===== src/rtl/hazard_forward_ctrl_pkg.sv =====
// hazard_forward_ctrl_pkg: shared constants, FSM states and shadow-stage metadata for the hazard/forwarding controller
package hazard_forward_ctrl_pkg;
  localparam int REG_ADDR_W = 5;
  localparam logic [REG_ADDR_W-1:0] ZERO_REG = REG_ADDR_W'(31);
  localparam logic [1:0] FWD_REGFILE = 2'b00;
  localparam logic [1:0] FWD_EXMEM = 2'b10;
  localparam logic [1:0] FWD_WB = 2'b01;
  typedef enum logic [1:0] {RUN, LOAD_STALL, FLUSH, FREEZE} state_t;
  typedef struct packed {
    logic valid;
    logic reg_write;
    logic mem_read;
    logic [REG_ADDR_W-1:0] rd;
  } stage_t;
  localparam stage_t STAGE_NONE = '0;
  // true when stage s will write register r and that write is worth tracking (XZR never is)
  function automatic logic writes(stage_t s, logic [REG_ADDR_W-1:0] r);
    return s.valid && s.reg_write && s.rd != ZERO_REG && s.rd == r;
  endfunction
endpackage


===== src/rtl/hazard_forward_ctrl_fwd_select.sv =====
// hazard_forward_ctrl_fwd_select: per-operand comparator against the EX and MEM shadow entries
module hazard_forward_ctrl_fwd_select
  import hazard_forward_ctrl_pkg::*;
(
  input  logic [REG_ADDR_W-1:0] rs,
  input  logic                  uses,
  input  stage_t                ex_s,
  input  stage_t                mem_s,
  output logic [1:0]            sel,
  output logic                  load_hit
);
  // EX/MEM result is newer than WB, so it wins; unused operands never forward or stall
  always_comb begin
    sel = !uses ? FWD_REGFILE : writes(ex_s, rs) ? FWD_EXMEM : writes(mem_s, rs) ? FWD_WB : FWD_REGFILE;
    load_hit = uses && writes(ex_s, rs) && ex_s.mem_read;
  end
endmodule


===== src/rtl/hazard_forward_ctrl.sv =====
// hazard_forward_ctrl: EX-stage forwarding selects, load-use stall, branch flush and memory freeze sequencing (optional counters: HAZARD_PERF_EN)
module hazard_forward_ctrl
  import hazard_forward_ctrl_pkg::*;
#(
  parameter int CNT_W = 32
) (
  input  logic                  clk,
  input  logic                  rst_n,
  input  logic                  id_valid,
  input  logic [REG_ADDR_W-1:0] id_rn,
  input  logic [REG_ADDR_W-1:0] id_rm,
  input  logic                  id_uses_rn,
  input  logic                  id_uses_rm,
  input  logic [REG_ADDR_W-1:0] id_rd,
  input  logic                  id_reg_write,
  input  logic                  id_mem_read,
  input  logic                  mem_branch_taken,
  input  logic                  mem_busy,
`ifdef HAZARD_PERF_EN
  output logic [CNT_W-1:0]      stall_cnt,
  output logic [CNT_W-1:0]      flush_cnt,
  output logic [CNT_W-1:0]      freeze_cnt,
`endif
  output logic                  pc_write,
  output logic                  if_id_write,
  output logic                  id_ex_bubble,
  output logic                  flush_if_id,
  output logic                  flush_id_ex,
  output logic                  flush_ex_mem,
  output logic [1:0]            forwardA,
  output logic [1:0]            forwardB
);
  state_t state, nxt;
  stage_t id_s, ex_s, mem_s;
  logic [1:0] sel_a, sel_b;
  logic hit_a, hit_b;
  assign id_s = {id_valid, id_reg_write, id_mem_read, id_rd};
  hazard_forward_ctrl_fwd_select u_sel_a (
    .rs(id_rn), .uses(id_uses_rn), .ex_s(ex_s), .mem_s(mem_s), .sel(sel_a), .load_hit(hit_a)
  );
  hazard_forward_ctrl_fwd_select u_sel_b (
    .rs(id_rm), .uses(id_uses_rm), .ex_s(ex_s), .mem_s(mem_s), .sel(sel_b), .load_hit(hit_b)
  );
  // busy memory outranks a taken branch, which outranks a load-use hazard
  always_comb nxt = mem_busy ? FREEZE : mem_branch_taken ? FLUSH : (id_valid && (hit_a || hit_b)) ? LOAD_STALL : RUN;
  // advance the shadow pipeline and register the forward selects for the instruction entering EX
  always_ff @(posedge clk) begin
    if (!rst_n) begin
      state <= RUN;
      ex_s <= STAGE_NONE;
      mem_s <= STAGE_NONE;
      forwardA <= FWD_REGFILE;
      forwardB <= FWD_REGFILE;
    end else begin
      state <= nxt;
      ex_s <= nxt == FREEZE ? ex_s : (nxt == RUN && id_valid) ? id_s : STAGE_NONE;
      mem_s <= nxt == FREEZE ? mem_s : nxt == FLUSH ? STAGE_NONE : ex_s;
      forwardA <= nxt == FREEZE ? forwardA : nxt == RUN ? sel_a : FWD_REGFILE;
      forwardB <= nxt == FREEZE ? forwardB : nxt == RUN ? sel_b : FWD_REGFILE;
    end
  end
  assign pc_write = state == RUN || state == FLUSH;
  assign if_id_write = state == RUN || state == FLUSH;
  assign id_ex_bubble = state == LOAD_STALL;
  assign flush_if_id = state == FLUSH;
  assign flush_id_ex = state == FLUSH;
  assign flush_ex_mem = state == FLUSH;
`ifdef HAZARD_PERF_EN
  // one tick per cycle spent in each non-RUN state, wrapping naturally
  always_ff @(posedge clk) begin
    if (!rst_n) begin
      stall_cnt <= '0;
      flush_cnt <= '0;
      freeze_cnt <= '0;
    end else begin
      stall_cnt <= stall_cnt + CNT_W'(state == LOAD_STALL);
      flush_cnt <= flush_cnt + CNT_W'(state == FLUSH);
      freeze_cnt <= freeze_cnt + CNT_W'(state == FREEZE);
    end
  end
`endif
endmodule


===== config.mk =====
export PLATFORM = sky130hd
export DESIGN_NAME = hazard_forward_ctrl
export DESIGN_NICKNAME = d
export VERILOG_FILES = /design/src/rtl/hazard_forward_ctrl_pkg.sv /design/src/rtl/hazard_forward_ctrl_fwd_select.sv /design/src/rtl/hazard_forward_ctrl.sv
export SDC_FILE = /design/constraint.sdc
export NUM_CORES = 1
export LEC_CHECK = 0
export CORE_UTILIZATION = 48
export CTS_BUF_LIST = sky130_fd_sc_hd__clkbuf_2
export DETAILED_ROUTE_END_ITERATION = 10
export PLACE_DENSITY = 0.82
export SYNTH_ARGS = -nofsm -noshare
export SYNTH_HDL_FRONTEND = slang
export SYNTH_SLANG_ARGS = --single-unit

===== constraint.sdc =====
create_clock -name clk -period 2.37 [get_ports clk]
set_clock_uncertainty 0.05 [all_clocks]
set_input_delay 0.3555 -clock clk [delete_from_list [all_inputs] [get_ports clk]]
set_output_delay 0.3555 -clock clk [all_outputs]
set_load 0.01 [all_outputs]

==> reports/metrics.yaml, run 1 <==
critical_path:
  critical_path.cell_chain: "clkdlybuf4s50_1 > xor2_1 > or4_1 > or3_4 > a21boi_4 > o21ai_0"
  r2r_cells: 5
  critical-path-slowest-cell: "or4_1"
  crit_type: "input port to register"
  critical_path_arrival_ns: 2.27
  critPathMaxFanout: 8
  critical_path.max_stage_delay_ns: 0.55
  end_kind: "register"
  cp-start-kind: "input port"
  cp.required_ns: 2.54
cts:
  ctsResizeCount: 0
  h-tree-depth: 1
  cts_hold_buf: 0
  cts_sinks: 21
  post_cts_buffers: 0
  cts_tree: "done"
  cts_buffer_depth: 2
  insertion_delay_ns: 0.31
  cts.clk_slew.worst_paths_ns: 0.20
  cts_root_buf: "clkbuf_2"
  cts_buffers: 3
synth:
  ys_ff_latch: 21
  syn_inst: 138
  avgSynthCellArea_um2: 8.26
  yosysSeqAreaShare_pct: 36.9
  syn_nets: 162
  syn-cell-area_um2: 1140
  synth_edf_count: 0
  async_flop_share_pct: 0
  yosys-top-cells-count: "dfxtp_1, nand2_1, xor2_1"
  yosysWarnings: 0
  ys.flop_type: "dfxtp_1"
  ys_types: 32
  synth_top_area_cell: "dfxtp_1"
  synth_top_area_share_pct: 36.9
  synth.area.top_cells: "dfxtp_1, xor2_1, nand2_1, o21ai_0, nor2b_1"
global_route:
  grt_pass1_wl_um: 4420
  antenna_found_initial: 0
  grt_pass1_vias: 1031
  grt_usage_pct: 23.3
  grt_max_degree: 17
  grt_overflow: 0
floorplan:
  dieHeight_um: 50.7
  io_pins: 34
  row_count: 17
  start_util_pct: 51.0
  die_w_um: 50.7
  core_um2: 2230
  fp.dieArea_um2: 2570
sta:
  hold_violations: 0
  fin_crit_sh_pct: 88.6
  whs_ns: 0.427
  rsz0062_at_grt: "no"
  setup_viol: 0
  fmax_mhz: 476
  worst_pin_slew_ns: 0.391
  relSlewSlack_pct: 73.8
  drv_slew: 0
  finalCriticalPeriod_ns: 2.10
hold_path:
  hold_path_class: "register to register"
  min_path_cells: 2
detailed_routing:
  ant_nets: 0
  drc: 0
  vias: 1085
  drtIter0Drc: 23
  routedWlPerCell_um: 13.6
  vias_per_cell: 5.51
  firstDrtPassIters: 4
  drt_wl_total_um: 2680
outcome:
  status: "finished, final reports clean"
placed_design:
  gp_congestion: 0.858
  placed_cells: 193
  dp_hpwl_um: 2110
  portBuffers: 33
run:
  max_cap_viol_count: 0
cells_and_area:
  n_fill_cell: 192
  areaGrowthSynthToFinish_pct: 31.8
  drive_gt1_share_pct: 7.10
  diodes: 0
  nets: 194
  stdcell_count: 197
pwr:
  p_leak_nw: 0.523
  powerDensity_nw_per_um2: 415
  ir_worst_vdd_uv: 373
-- final timing paths --
| kind | start | to | slack [ns] |
|---|---|---|---|
| setup / recovery | id_rm[2] | ex_s[2] | 0.27 |
| hold reg to reg | forwardA[0] | forwardA[0] | 0.43 |
| hold / removal | forwardA[0] | forwardA[0] | 0.43 |
| setup reg to reg | ex_s[2] | ex_s[2] | 0.34 |
-- layout by cell type, fill, tap and decap left out, drive strengths merged --
cell,netlist,routed
inv,5,5
nor3b,6,6
o211ai,1,1
o21a,2,2
xnor2,5,5
o2111ai,1,1
and2,3,3
or3,1,1
nand2,21,21
clkdlybuf4s50,0,33
nand4,4,4
nor2,2,2
nor2b,8,8
clkbuf,4,3
nor3,3,3
nor4,2,2
nand3b,1,1
a21oi,8,8
a221oi,1,1
buf,5,3
dfxtp,21,21
or4,1,1
a211o,1,1
xor2,13,13
o221a,1,1
o21ai,11,11
o31ai,2,2
clkinv,0,1
or2,1,1
nand3,2,2
nor4bb,1,1
a21boi,1,1
-- critical path, delay by kind of cell --
family                    cells  cell delay [ns]
and+or+nand+nor               2             0.94
xor gates and xnor gates      1             0.16
AOI/OAI and AO/OA             2             0.35
buffers and inverters         1             0.46
-- area by class of cell --
class	count	area, um^2	share of cell area [%]
sequential	21	420	28.0
tap	28	35.0	2.33
inverter	5	18.8	1.25
clock inverter	1	5.00	0.333
multi-input combinational	103	656	43.6
timing repair buffer	36	353	23.5
clock buffer	3	15.0	0.999
-- registers in the layout, indices dropped and copies added, names as in the netlist --
register  flops
ex_s          8
forwardB      2
mem_s         7
state         2
forwardA      2
-- power by group --
group / internal, mW / total [mW] / switching (mW)
Clock: 0.0382 / 0.145 / 0.107
Combinational: 0.0670 / 0.112 / 0.0447
Sequential: 0.360 / 0.367 / 0.00648
-- layer usage --
metal	part of all wire, %	vias to the layer above	track usage (%)
li1	-	533	-
met1	44	506	28.0
met2	49	42	39.3
met3	5.9	4	5.76
met4	1.3	0	9.26
met5	0	-	0
-- logic make-up (layout without fill, tap and decap cells) --
group                  after synthesis  in the layout  share of synthesized area, %
AND/OR/NAND/NOR                     56             56                          26.8
AO/OA/AOI/OAI                       29             29                          16.9
flip-flops                          21             21                          36.9
XOR/XNOR                            18             18                          13.8
buffers and inverters               14             45                          5.60
-- stage by stage --
stage / setup WS [ns] / TNS (ns) / power (mW) / util, % / area, um^2
after floorplan: 0.543 / 0 / 0.422 / - / 1140
after global placement: -0.00782 / -0.0401 / 0.482 / 66.4 / 1480
after detailed placement: -0.0580 / -0.347 / 0.485 / 66.4 / 1480
after CTS: 0.283 / 0 / 0.626 / 67.3 / 1500
after global routing: 0.183 / 0 / 0.650 / 67.3 / 1500
final: 0.269 / 0 / 0.623 / 67.3 / 1500
No activity file was read; power rests on OpenSTA's default activity.
==> run 2: changes to the inputs <==
--- a/config.mk
+++ b/config.mk
@@ -5,10 +5,12 @@
 export SDC_FILE = /design/constraint.sdc
 export NUM_CORES = 1
 export LEC_CHECK = 0
-export CORE_UTILIZATION = 48
+export CORE_UTILIZATION = 62
 export CTS_BUF_LIST = sky130_fd_sc_hd__clkbuf_2
+export CTS_CLUSTER_DIAMETER = 200
 export DETAILED_ROUTE_END_ITERATION = 10
-export PLACE_DENSITY = 0.82
+export DONT_BUFFER_PORTS = 1
+export PLACE_DENSITY = 0.79
 export SYNTH_ARGS = -nofsm -noshare
 export SYNTH_HDL_FRONTEND = slang
 export SYNTH_SLANG_ARGS = --single-unit
==> reports/metrics.yaml, run 2 (same netlist as run 1, synthesis figures left out) <==
floorplan:
  die_w_um: 44.9  # -12%
  core_um2: 1730  # -23%
  start_util_pct: 66.0  # +15 points
  dieHeight_um: 44.9  # -12%
  fp.dieArea_um2: 2010  # -22%
  io_pins: 34  # unchanged
  row_count: 15  # -2
cells_and_area:
  n_fill_cell: 165  # -14%
  regMostFlops: "ex_s"
  post-route-cell-area_um2: 1150  # -23%
  largest_reg_flops: 8  # unchanged
  nets: 159  # -18%
  final_core_util_pct: 66.8  # -0.47 points
  final_cell_mix: "nand2_1, dfxtp_1, xor2_1"
  drive_gt1_share_pct: 7.46  # +0.36 points
  areaGrowthSynthToFinish_pct: 1.21
  diodes: 0  # unchanged
  top_regs: "ex_s x8, mem_s x7"
outcome:
  status: "finished, final reports clean"
detailed_routing:
  drtIter0Drc: 32  # +39%
  routedWlPerCell_um: 14.8  # +8.7%
  vias: 929  # -14%
  drt_wl_total_um: 2350  # -12%
  firstDrtPassIters: 4  # unchanged
  vias_per_cell: 5.84  # +6.1%
  drc: 0  # unchanged
  ant_nets: 0  # unchanged
sta:
  fmax_mhz: 506  # +6.2%
  setup_viol: 0  # unchanged
  finalCriticalPeriod_ns: 1.98  # -0.123 ns
  worst_pin_slew_ns: 0.570  # +0.179 ns
  relSlewSlack_pct: 61.9  # -12 points
  hold_violations: 0  # unchanged
  drv_slew: 0  # unchanged
  fin_tns_setup_ns: 0  # unchanged
  fin_crit_sh_pct: 83.5  # -5.2 points
  rsz0062_at_grt: "no"
critical_path:
  cp-start-kind: "register"
  cp.required_ns: 2.54  # about the same
  end_kind: "register"
  critPathMaxFanout: 8  # unchanged
  critical_path_arrival_ns: 2.15  # -0.12 ns
  cp-startpoint: "ex_s[2]"
  critical_path.max_stage_delay_ns: 0.55  # about the same
  critical-path-slowest-cell: "or4_1"
  crit_type: "register to register"
  r2r-start: "ex_s[2]"
  critical_path.cell_chain: "xor2_1 > or4_1 > or3_4 > a21boi_4 > o21ai_0"
  cp_top_family: "simple AND/OR/NAND/NOR gates"
  cp_num_buf_inv: 0  # -1
global_route:
  antenna_found_initial: 0  # unchanged
  grt_max_degree: 23  # +6
  grt_overflow: 0  # unchanged
  grt_pass1_wl_um: 3660  # -17%
  grt_pass1_vias: 820  # -20%
  grt_usage_pct: 25.3  # +2.0 points
placed_design:
  portBuffers: 0  # -100%
  dpl_cell_area_um2: 1130  # -24%
  gp_congestion: 0.913  # +6.4%
  dp_hpwl_um: 1880  # -11%
cts:
  cts_sinks: 21  # unchanged
  cts_buffers: 3  # unchanged
  cts_root_buf: "clkbuf_2"
  cts_buffer_depth: 2  # unchanged
  post_cts_buffers: 0  # unchanged
  insertion_delay_ns: 0.31  # about the same
  h-tree-depth: 1  # unchanged
  cts.clk_slew.worst_paths_ns: 0.18  # -0.02 ns
  cts_tree: "done"
  cts_hold_buf: 0  # unchanged
  ctsResizeCount: 0  # unchanged
pwr:
  ir_worst_vdd_uv: 394  # +5.5%
  powerDensity_nw_per_um2: 477  # +15%
  p_leak_nw: 0.387  # -26%
  total_power_mw: 0.550  # -12%
hold_path:
  worstHoldStart: "rst_n"
  hold_path_class: "input port to register"
run:
  max_cap_viol_count: 0  # unchanged
[run 2: changes by cell type in the layout (fill, tap and decap cells not counted)]
| cell | before | now |
|---|---|---|
| clkdlybuf4s50_1 | 33 | 0 |
| buf_4 | 3 | 1 |
[run 2: routing by layer]
metal / up-vias / part of all wire, % / GRT usage, %
met5: - / 0 / 0
li1: 463 / - / -
met2: 36 / 46 / 41.2
met1: 423 / 43 / 29.2
met3: 7 / 8.2 / 8.40
met4: 0 / 2.4 / 13.9
[run 2: final cells by class]
cell class | instances | area (um^2) | share of cell area [%]
Clock inverter | 1 | 5.00 | 0.434
Multi-Input combinational cell | 103 | 656 | 56.8
Timing Repair Buffer | 1 | 7.51 | 0.651
Clock buffer | 3 | 15.0 | 1.30
Sequential cell | 21 | 420 | 36.4
Inverter | 5 | 18.8 | 1.63
Tap cell | 25 | 31.3 | 2.71
[run 2: final timing paths]
kind / endpoint / slack, ns / depth (start not counted)
hold / removal: state[0] / 0.09 / 1
setup reg to reg: ex_s[6] / 0.39 / 5
hold reg to reg: ex_s[7] / 0.45 / 2
setup / recovery: ex_s[6] / 0.39 / 5
[run 2: power by group]
group | internal, mW | leakage [nW] | switching, mW | total (mW)
registers | 0.360 | 0.170 | 0.00628 | 0.366
clock network | 0.0382 | 0.0164 | 0.102 | 0.140
logic | 0.0227 | 0.201 | 0.0207 | 0.0434
[run 2: through the flow]
stage                     cells  setup slack (ns)  hold slack (ns)
after floorplan             138             0.543            0.389
after global placement      155             0.472            0.418
after detailed placement    155             0.415            0.429
after CTS                   159             0.392           0.0777
final                       159             0.392           0.0945
after global routing        159             0.287           0.0594
